### src/rtl/uart_host_master.sv
// Register-bus initiator for the UART host controller: polls STAT, writes CTRL/DATA,
// and bridges DATA reads/writes to valid/ready byte streams.
module uart_host_master #(
   parameter logic [7:0] CTRL_INIT = 8'h04,
   parameter int unsigned POLL_GAP  = 0
) (
   input  logic       clk,
   input  logic       reset,
   input  logic [7:0] tx_data_i,
   input  logic       tx_valid_i,
   output logic       tx_ready_o,
   output logic [7:0] rx_data_o,
   output logic       rx_valid_o,
   input  logic       rx_ready_i,
   input  logic [7:0] cfg_ctrl_i,
   input  logic       cfg_load_i,
   input  logic       err_clr_i,
   output logic       err_parity_o,
   output logic       err_frame_o,
   output logic       cts_o,
   output logic [7:0] reg_d_o,
   input  logic [7:0] reg_d_i,
   output logic       reg_wr_o,
   output logic       reg_rd_o,
   output logic       reg_cs_ctrl_o,
   output logic       reg_cs_stat_o,
   output logic       reg_cs_data_o
);

   typedef enum logic [2:0] {
      StCfgWr, StPoll, StDecide, StErrClr, StRxRd, StTxWr, StGap
   } state_e;

   localparam logic [7:0] GapLast  = 8'(POLL_GAP - 1);
   localparam state_e     AfterAcc = (POLL_GAP == 0) ? StPoll : StGap;

   state_e     state_q, state_d;
   logic [7:0] cfg_pend_q, cfg_pend_d;
   logic       cfg_flag_q, cfg_flag_d;
   logic [7:0] stat_q, stat_d;
   logic [7:0] rx_data_q, rx_data_d;
   logic       rx_valid_q, rx_valid_d;
   logic       err_parity_q, err_parity_d;
   logic       err_frame_q, err_frame_d;
   logic       last_tx_q, last_tx_d;
   logic [7:0] gap_cnt_q, gap_cnt_d;
   logic       rx_elig, tx_elig, err_elig;
   logic       unused_stat;

   assign unused_stat = ^stat_q[2:0];

   always_ff @(posedge clk) begin
      if (reset) begin
         state_q      <= StCfgWr;
         cfg_pend_q   <= CTRL_INIT;
         cfg_flag_q   <= 1'b1;
         stat_q       <= 8'h84;
         rx_data_q    <= 8'h00;
         rx_valid_q   <= 1'b0;
         err_parity_q <= 1'b0;
         err_frame_q  <= 1'b0;
         last_tx_q    <= 1'b1;
         gap_cnt_q    <= 8'h00;
      end else begin
         state_q      <= state_d;
         cfg_pend_q   <= cfg_pend_d;
         cfg_flag_q   <= cfg_flag_d;
         stat_q       <= stat_d;
         rx_data_q    <= rx_data_d;
         rx_valid_q   <= rx_valid_d;
         err_parity_q <= err_parity_d;
         err_frame_q  <= err_frame_d;
         last_tx_q    <= last_tx_d;
         gap_cnt_q    <= gap_cnt_d;
      end
   end

   assign rx_elig  = !stat_q[7] && !rx_valid_q;
   assign tx_elig  = tx_valid_i && !stat_q[3];
   assign err_elig = stat_q[5] | stat_q[4];

   always_comb begin
      state_d      = state_q;
      cfg_pend_d   = cfg_load_i ? cfg_ctrl_i : cfg_pend_q;
      cfg_flag_d   = cfg_flag_q | cfg_load_i;
      stat_d       = stat_q;
      rx_data_d    = rx_data_q;
      rx_valid_d   = rx_valid_q && !rx_ready_i;
      err_parity_d = err_parity_q && !err_clr_i;
      err_frame_d  = err_frame_q && !err_clr_i;
      last_tx_d    = last_tx_q;
      gap_cnt_d    = 8'h00;
      unique case (state_q)
         StCfgWr: begin
            // A load landing on the completing write keeps the new value pending.
            cfg_flag_d = cfg_load_i;
            state_d    = AfterAcc;
         end
         StPoll: begin
            stat_d  = reg_d_i;
            state_d = StDecide;
         end
         StDecide: begin
            if (cfg_flag_q) begin
               state_d = StCfgWr;
            end else if (err_elig) begin
               state_d = StErrClr;
               if (stat_q[5]) err_parity_d = 1'b1;
               if (stat_q[4]) err_frame_d = 1'b1;
            end else if (rx_elig && (!tx_elig || last_tx_q)) begin
               state_d = StRxRd;
            end else if (tx_elig) begin
               state_d = StTxWr;
            end else begin
               state_d = StPoll;
            end
         end
         StErrClr: state_d = AfterAcc;
         StRxRd: begin
            rx_data_d  = reg_d_i;
            rx_valid_d = 1'b1;
            last_tx_d  = 1'b0;
            state_d    = AfterAcc;
         end
         StTxWr: begin
            last_tx_d = 1'b1;
            state_d   = AfterAcc;
         end
         StGap: begin
            if (gap_cnt_q == GapLast) state_d = StPoll;
            else gap_cnt_d = gap_cnt_q + 8'd1;
         end
         default: state_d = StCfgWr;
      endcase
   end

   // Bus strobes are gated by reset so nothing is driven while reset is held.
   always_comb begin
      reg_wr_o      = 1'b0;
      reg_rd_o      = 1'b0;
      reg_cs_ctrl_o = 1'b0;
      reg_cs_stat_o = 1'b0;
      reg_cs_data_o = 1'b0;
      reg_d_o       = 8'h00;
      tx_ready_o    = 1'b0;
      if (!reset) begin
         case (state_q)
            StCfgWr: begin
               reg_wr_o      = 1'b1;
               reg_cs_ctrl_o = 1'b1;
               reg_d_o       = cfg_pend_q;
            end
            StPoll: begin
               reg_rd_o      = 1'b1;
               reg_cs_stat_o = 1'b1;
            end
            StErrClr: begin
               reg_wr_o      = 1'b1;
               reg_cs_stat_o = 1'b1;
            end
            StRxRd: begin
               reg_rd_o      = 1'b1;
               reg_cs_data_o = 1'b1;
            end
            StTxWr: begin
               reg_wr_o      = 1'b1;
               reg_cs_data_o = 1'b1;
               reg_d_o       = tx_data_i;
               tx_ready_o    = 1'b1;
            end
            default: ;
         endcase
      end
   end

   assign rx_data_o    = rx_data_q;
   assign rx_valid_o   = rx_valid_q;
   assign err_parity_o = err_parity_q;
   assign err_frame_o  = err_frame_q;
   assign cts_o        = stat_q[6];

endmodule

### config.mk
export PLATFORM = sky130hd
export DESIGN_NAME = uart_host_master
export DESIGN_NICKNAME = d
export VERILOG_FILES = /design/src/rtl/uart_host_master.sv
export SDC_FILE = /design/constraint.sdc
export NUM_CORES = 1
export LEC_CHECK = 0
export BUFFER_PORTS_ARGS = -buffer_cell sky130_fd_sc_hd__buf_2
export CAP_MARGIN = 30
export CELL_PAD_IN_SITES_DETAIL_PLACEMENT = 0
export CELL_PAD_IN_SITES_GLOBAL_PLACEMENT = 1
export CORE_ASPECT_RATIO = 0.75
export CORE_MARGIN = 4
export CORE_UTILIZATION = 36
export DETAILED_ROUTE_END_ITERATION = 6
export GPL_ROUTABILITY_DRIVEN = 0
export PLACE_DENSITY = 0.86
export REMOVE_ABC_BUFFERS = 1
export SLEW_MARGIN = 15
export SYNTH_ARGS = -nofsm -noshare
export SYNTH_HDL_FRONTEND = slang
export SYNTH_SLANG_ARGS = --single-unit
### constraint.sdc
create_clock -name clk -period 1.5 [get_ports clk]
set_input_delay 0.15 -clock clk [delete_from_list [all_inputs] [get_ports clk]]
set_output_delay 0.15 -clock clk [all_outputs]
set_load 0.01 [all_outputs]
==> impl_results.md <==
- Hold_ws: a little under 80 ps
- RSZ-0062 raised after global routing: yes
- Skew-Pair Late Insertion Delay: roughly 280 ps
- Hold path endpoint: cfg_pend_q[2]
- FF+latch count, synth: 37
- Vias in the first global route: between 1000 and 1500
- CP required: 1350 ps
- Minimum clock period: approximately 1500 ps
- Die H: 65.54 um
- Core box area: 4154 um2
- DRT antenna net count: 0
- Sequential power share: around half
- Hold_buf cts: 0
- P per Cell Area: 965.6 nW/um2
- # fillers: around 420
- Net Sw Frac: 23.85%
- Synth cell types: 36
- Final period util: 100.8%
- HPWL Detailed: about 2600 um
- Mapped cell area: roughly 1600 um2
- Via density per instance: 4.750
- Final WL: ~3600 um
- RR Endpoint: gap_cnt_q[3]
- Worst-Margin Slew: about 290 ps
- Die X-Extent: 84.72 um
- Status: finished with violations
- Placement Cell Area: ~2000 um2
- Setup WS post-layout: -11.95 ps
- Drt drc: 0
- Detailed Route Iter0 Violations: 88
- Clock power share: a little under two fifths
- Slew HR: ~81%
- Storage cell area: 749.5 um2
- Routed WL per cell: 12.41 um
- Overflow after GRT: 0
- CTS tree: built
- GRT Total Usage: 13.29%
- Sequential cell area fraction in the yosys report: ~47%
- Most frequent cells in the layout: buf_2, dfxtp_1, nor2_1
- Final Setup Violations: 3
- Hold crit path type: in -> reg
- Pin count of the biggest net entering global routing: 30
- Failing checks: setup timing
- Crit Path Class: reg -> out
- Reg2Reg Setup Slack: between 150 and 200 ps
- Total number of yosys warnings: 0
- Final hold violation count: 0
- Max Root-Sink Buffers: 2
- Crit start category: register
- Area growth syn-to-layout: 33.07%
- CP arrival: ~1400 ps
- Crit path capture type: primary output
- I/O Pins: 56
- Maximum clock rate: approximately 660 MHz
- Max VDD drop: 0.5242 mV
- Final Net Count: 267
- P_leak: between 0.9 and 1 nW
- Skew final: ~2.7 ps
- Root Buffer: clkbuf_8
- P_sw: about 490 uW
- Syn Area/Cell: 9.185 um2
- Fraction of layout cells with a size suffix above 1: between 30% and 40%
- Worst hold path depth: 2
- First-pass GRT wire length: 5851 um
- Hold path start: cfg_ctrl_i[2]
- ANT cells: 0
- Logic gate share of total power: a little under an eighth
- Slew Viols, Final: 0
- Worst reg2reg path startpoint: gap_cnt_q[0]
- PortBufs: 55
- Htree depth: 2
- Mapped Cells: between 150 and 200
- Multi-input gate area: 832.0 um2
- Initial antenna violation count: 0
- Post-route cell area: roughly 2100 um2
- Pre-antenna DRT Iters: 4
- Total CTS buffers: 5
- Max Cap Viol: 0
- Clock Sinks: 37
- Maximum fanout along the worst path: 6
- Internal power: around 1.6 mW
- Clock Pin Slew Worst Setup and Hold Paths: about 70 ps
- Starting density of the core: approximately two fifths
- Overall die area: 5552 um2
- # rows: 20
- PnR Total Power: just over 2 mW
- Most common cell after layout, fill and taps aside: buf_2
- Number of vias in the routed layout: around 1400
- R2R depth: 6
power groups by stage:
stage	logic (mW)	registers (mW)	clock network (mW)
after floorplan	0.120	1.06	0
after global routing	0.270	1.05	0.825
after detailed placement	0.225	1.07	0
after global placement	0.222	1.07	0
final	0.242	1.05	0.752
after CTS	0.243	1.05	0.784
synthesized netlist by cell type:
cell type	n	area, um2
a211o_1	2	17.52
a21oi_1	14	70.07
a221o_1	1	10.01
a22o_1	8	70.07
a31oi_1	2	12.51
and2_1	1	6.260
and2b_1	1	7.510
and2b_4	1	10.01
and3_1	1	6.260
buf_2	2	10.01
buf_4	3	22.52
buf_6	1	11.26
clkbuf_1	3	11.26
dfxtp_1	37	740.7
ha_1	1	12.51
inv_1	1	3.750
mux2i_1	11	110.1
nand2_1	17	63.81
nand2b_1	5	31.28
nand3_1	5	25.02
nand4_1	1	6.260
nand4b_1	1	8.760
nor2_1	23	86.33
nor2_2	9	56.30
nor2b_1	5	31.28
nor3_1	2	10.01
nor3_2	1	10.01
nor4_4	1	21.27
o211ai_1	1	7.510
o211ai_2	1	12.51
o21ai_0	1	5.000
o21bai_1	1	7.510
or2_1	2	12.51
or3b_1	1	8.760
xnor2_1	3	26.28
xor2_1	3	26.28
flip-flops by register name, indices dropped and copies added (netlist names):
signal        cells
stat_q            5
cfg_flag_q        1
last_tx_q         1
err_parity_o      1
gap_cnt_q         8
cfg_pend_q        8
err_frame_o       1
state_q           3
rx_data_o         8
rx_valid_o        1
kinds of logic after synthesis:
family	synth area share [%]
AND/OR/NAND/NOR	25.28
flip-flops	46.61
AO/OA/AOI/OAI	13.39
XOR/XNOR	3.308
multiplexers	6.929
buffers and inverters	3.700
adder cells (fa/ha/maj)	0.7873
metal layers:
metal | part of all wire, % | GRT usage, %
met5 | 0 | 0
met4 | 1.2 | 4.150
met3 | 9.9 | 5.388
met2 | 39 | 19.04
met1 | 50 | 18.13
worst max-delay path by stage:
stage                     cells past startpoint         end        from  slack, ps
final                                         4    reg_rd_o  state_q[1]        -10
after global routing                          4  reg_d_o[5]  state_q[2]       -100
after CTS                                     4    reg_rd_o  state_q[1]        -20
after detailed placement                      4    reg_rd_o  state_q[0]         80
after global placement                        4    reg_rd_o  state_q[0]         80
after floorplan                               3    reg_rd_o  state_q[2]         70
per-stage QoR:
step	util [%]	setup slack, ps	setup TNS, ps	std cells
after floorplan	-	67.85	0	164
after global placement	46.96	80.46	0	282
after detailed placement	46.96	78.05	0	282
after CTS	50.69	-22.47	-90.47	292
after global routing	50.90	-97.34	-750.9	292
final	50.90	-11.95	-15.50	292
cell type report:
cell class / instances / share of cell area, %
clock inverters: 1 / 0.2367
repair buffers: 64 / 16.98
flip-flops and latches: 37 / 35.44
clock buffers: 7 / 4.556
well taps: 55 / 3.254
multi-input cells: 127 / 39.35
inverters: 1 / 0.1775
critical path, cell delays in order (launching register included):
cell,delay (ps)
dfxtp_4,370
nand2b_4,190
or2_4,280
a21oi_2,110
buf_2,140
timing repair:
| item | CTS | global route |
|---|---|---|
| gates cloned | 1 | 0 |
| endpoints found under the setup margin | 11 | 10 |
| gates resized for setup | 13 | 2 |
| pin swaps | 1 | 0 |
| setup buffers | 1 | 0 |
(Power assumes the default switching activity.)
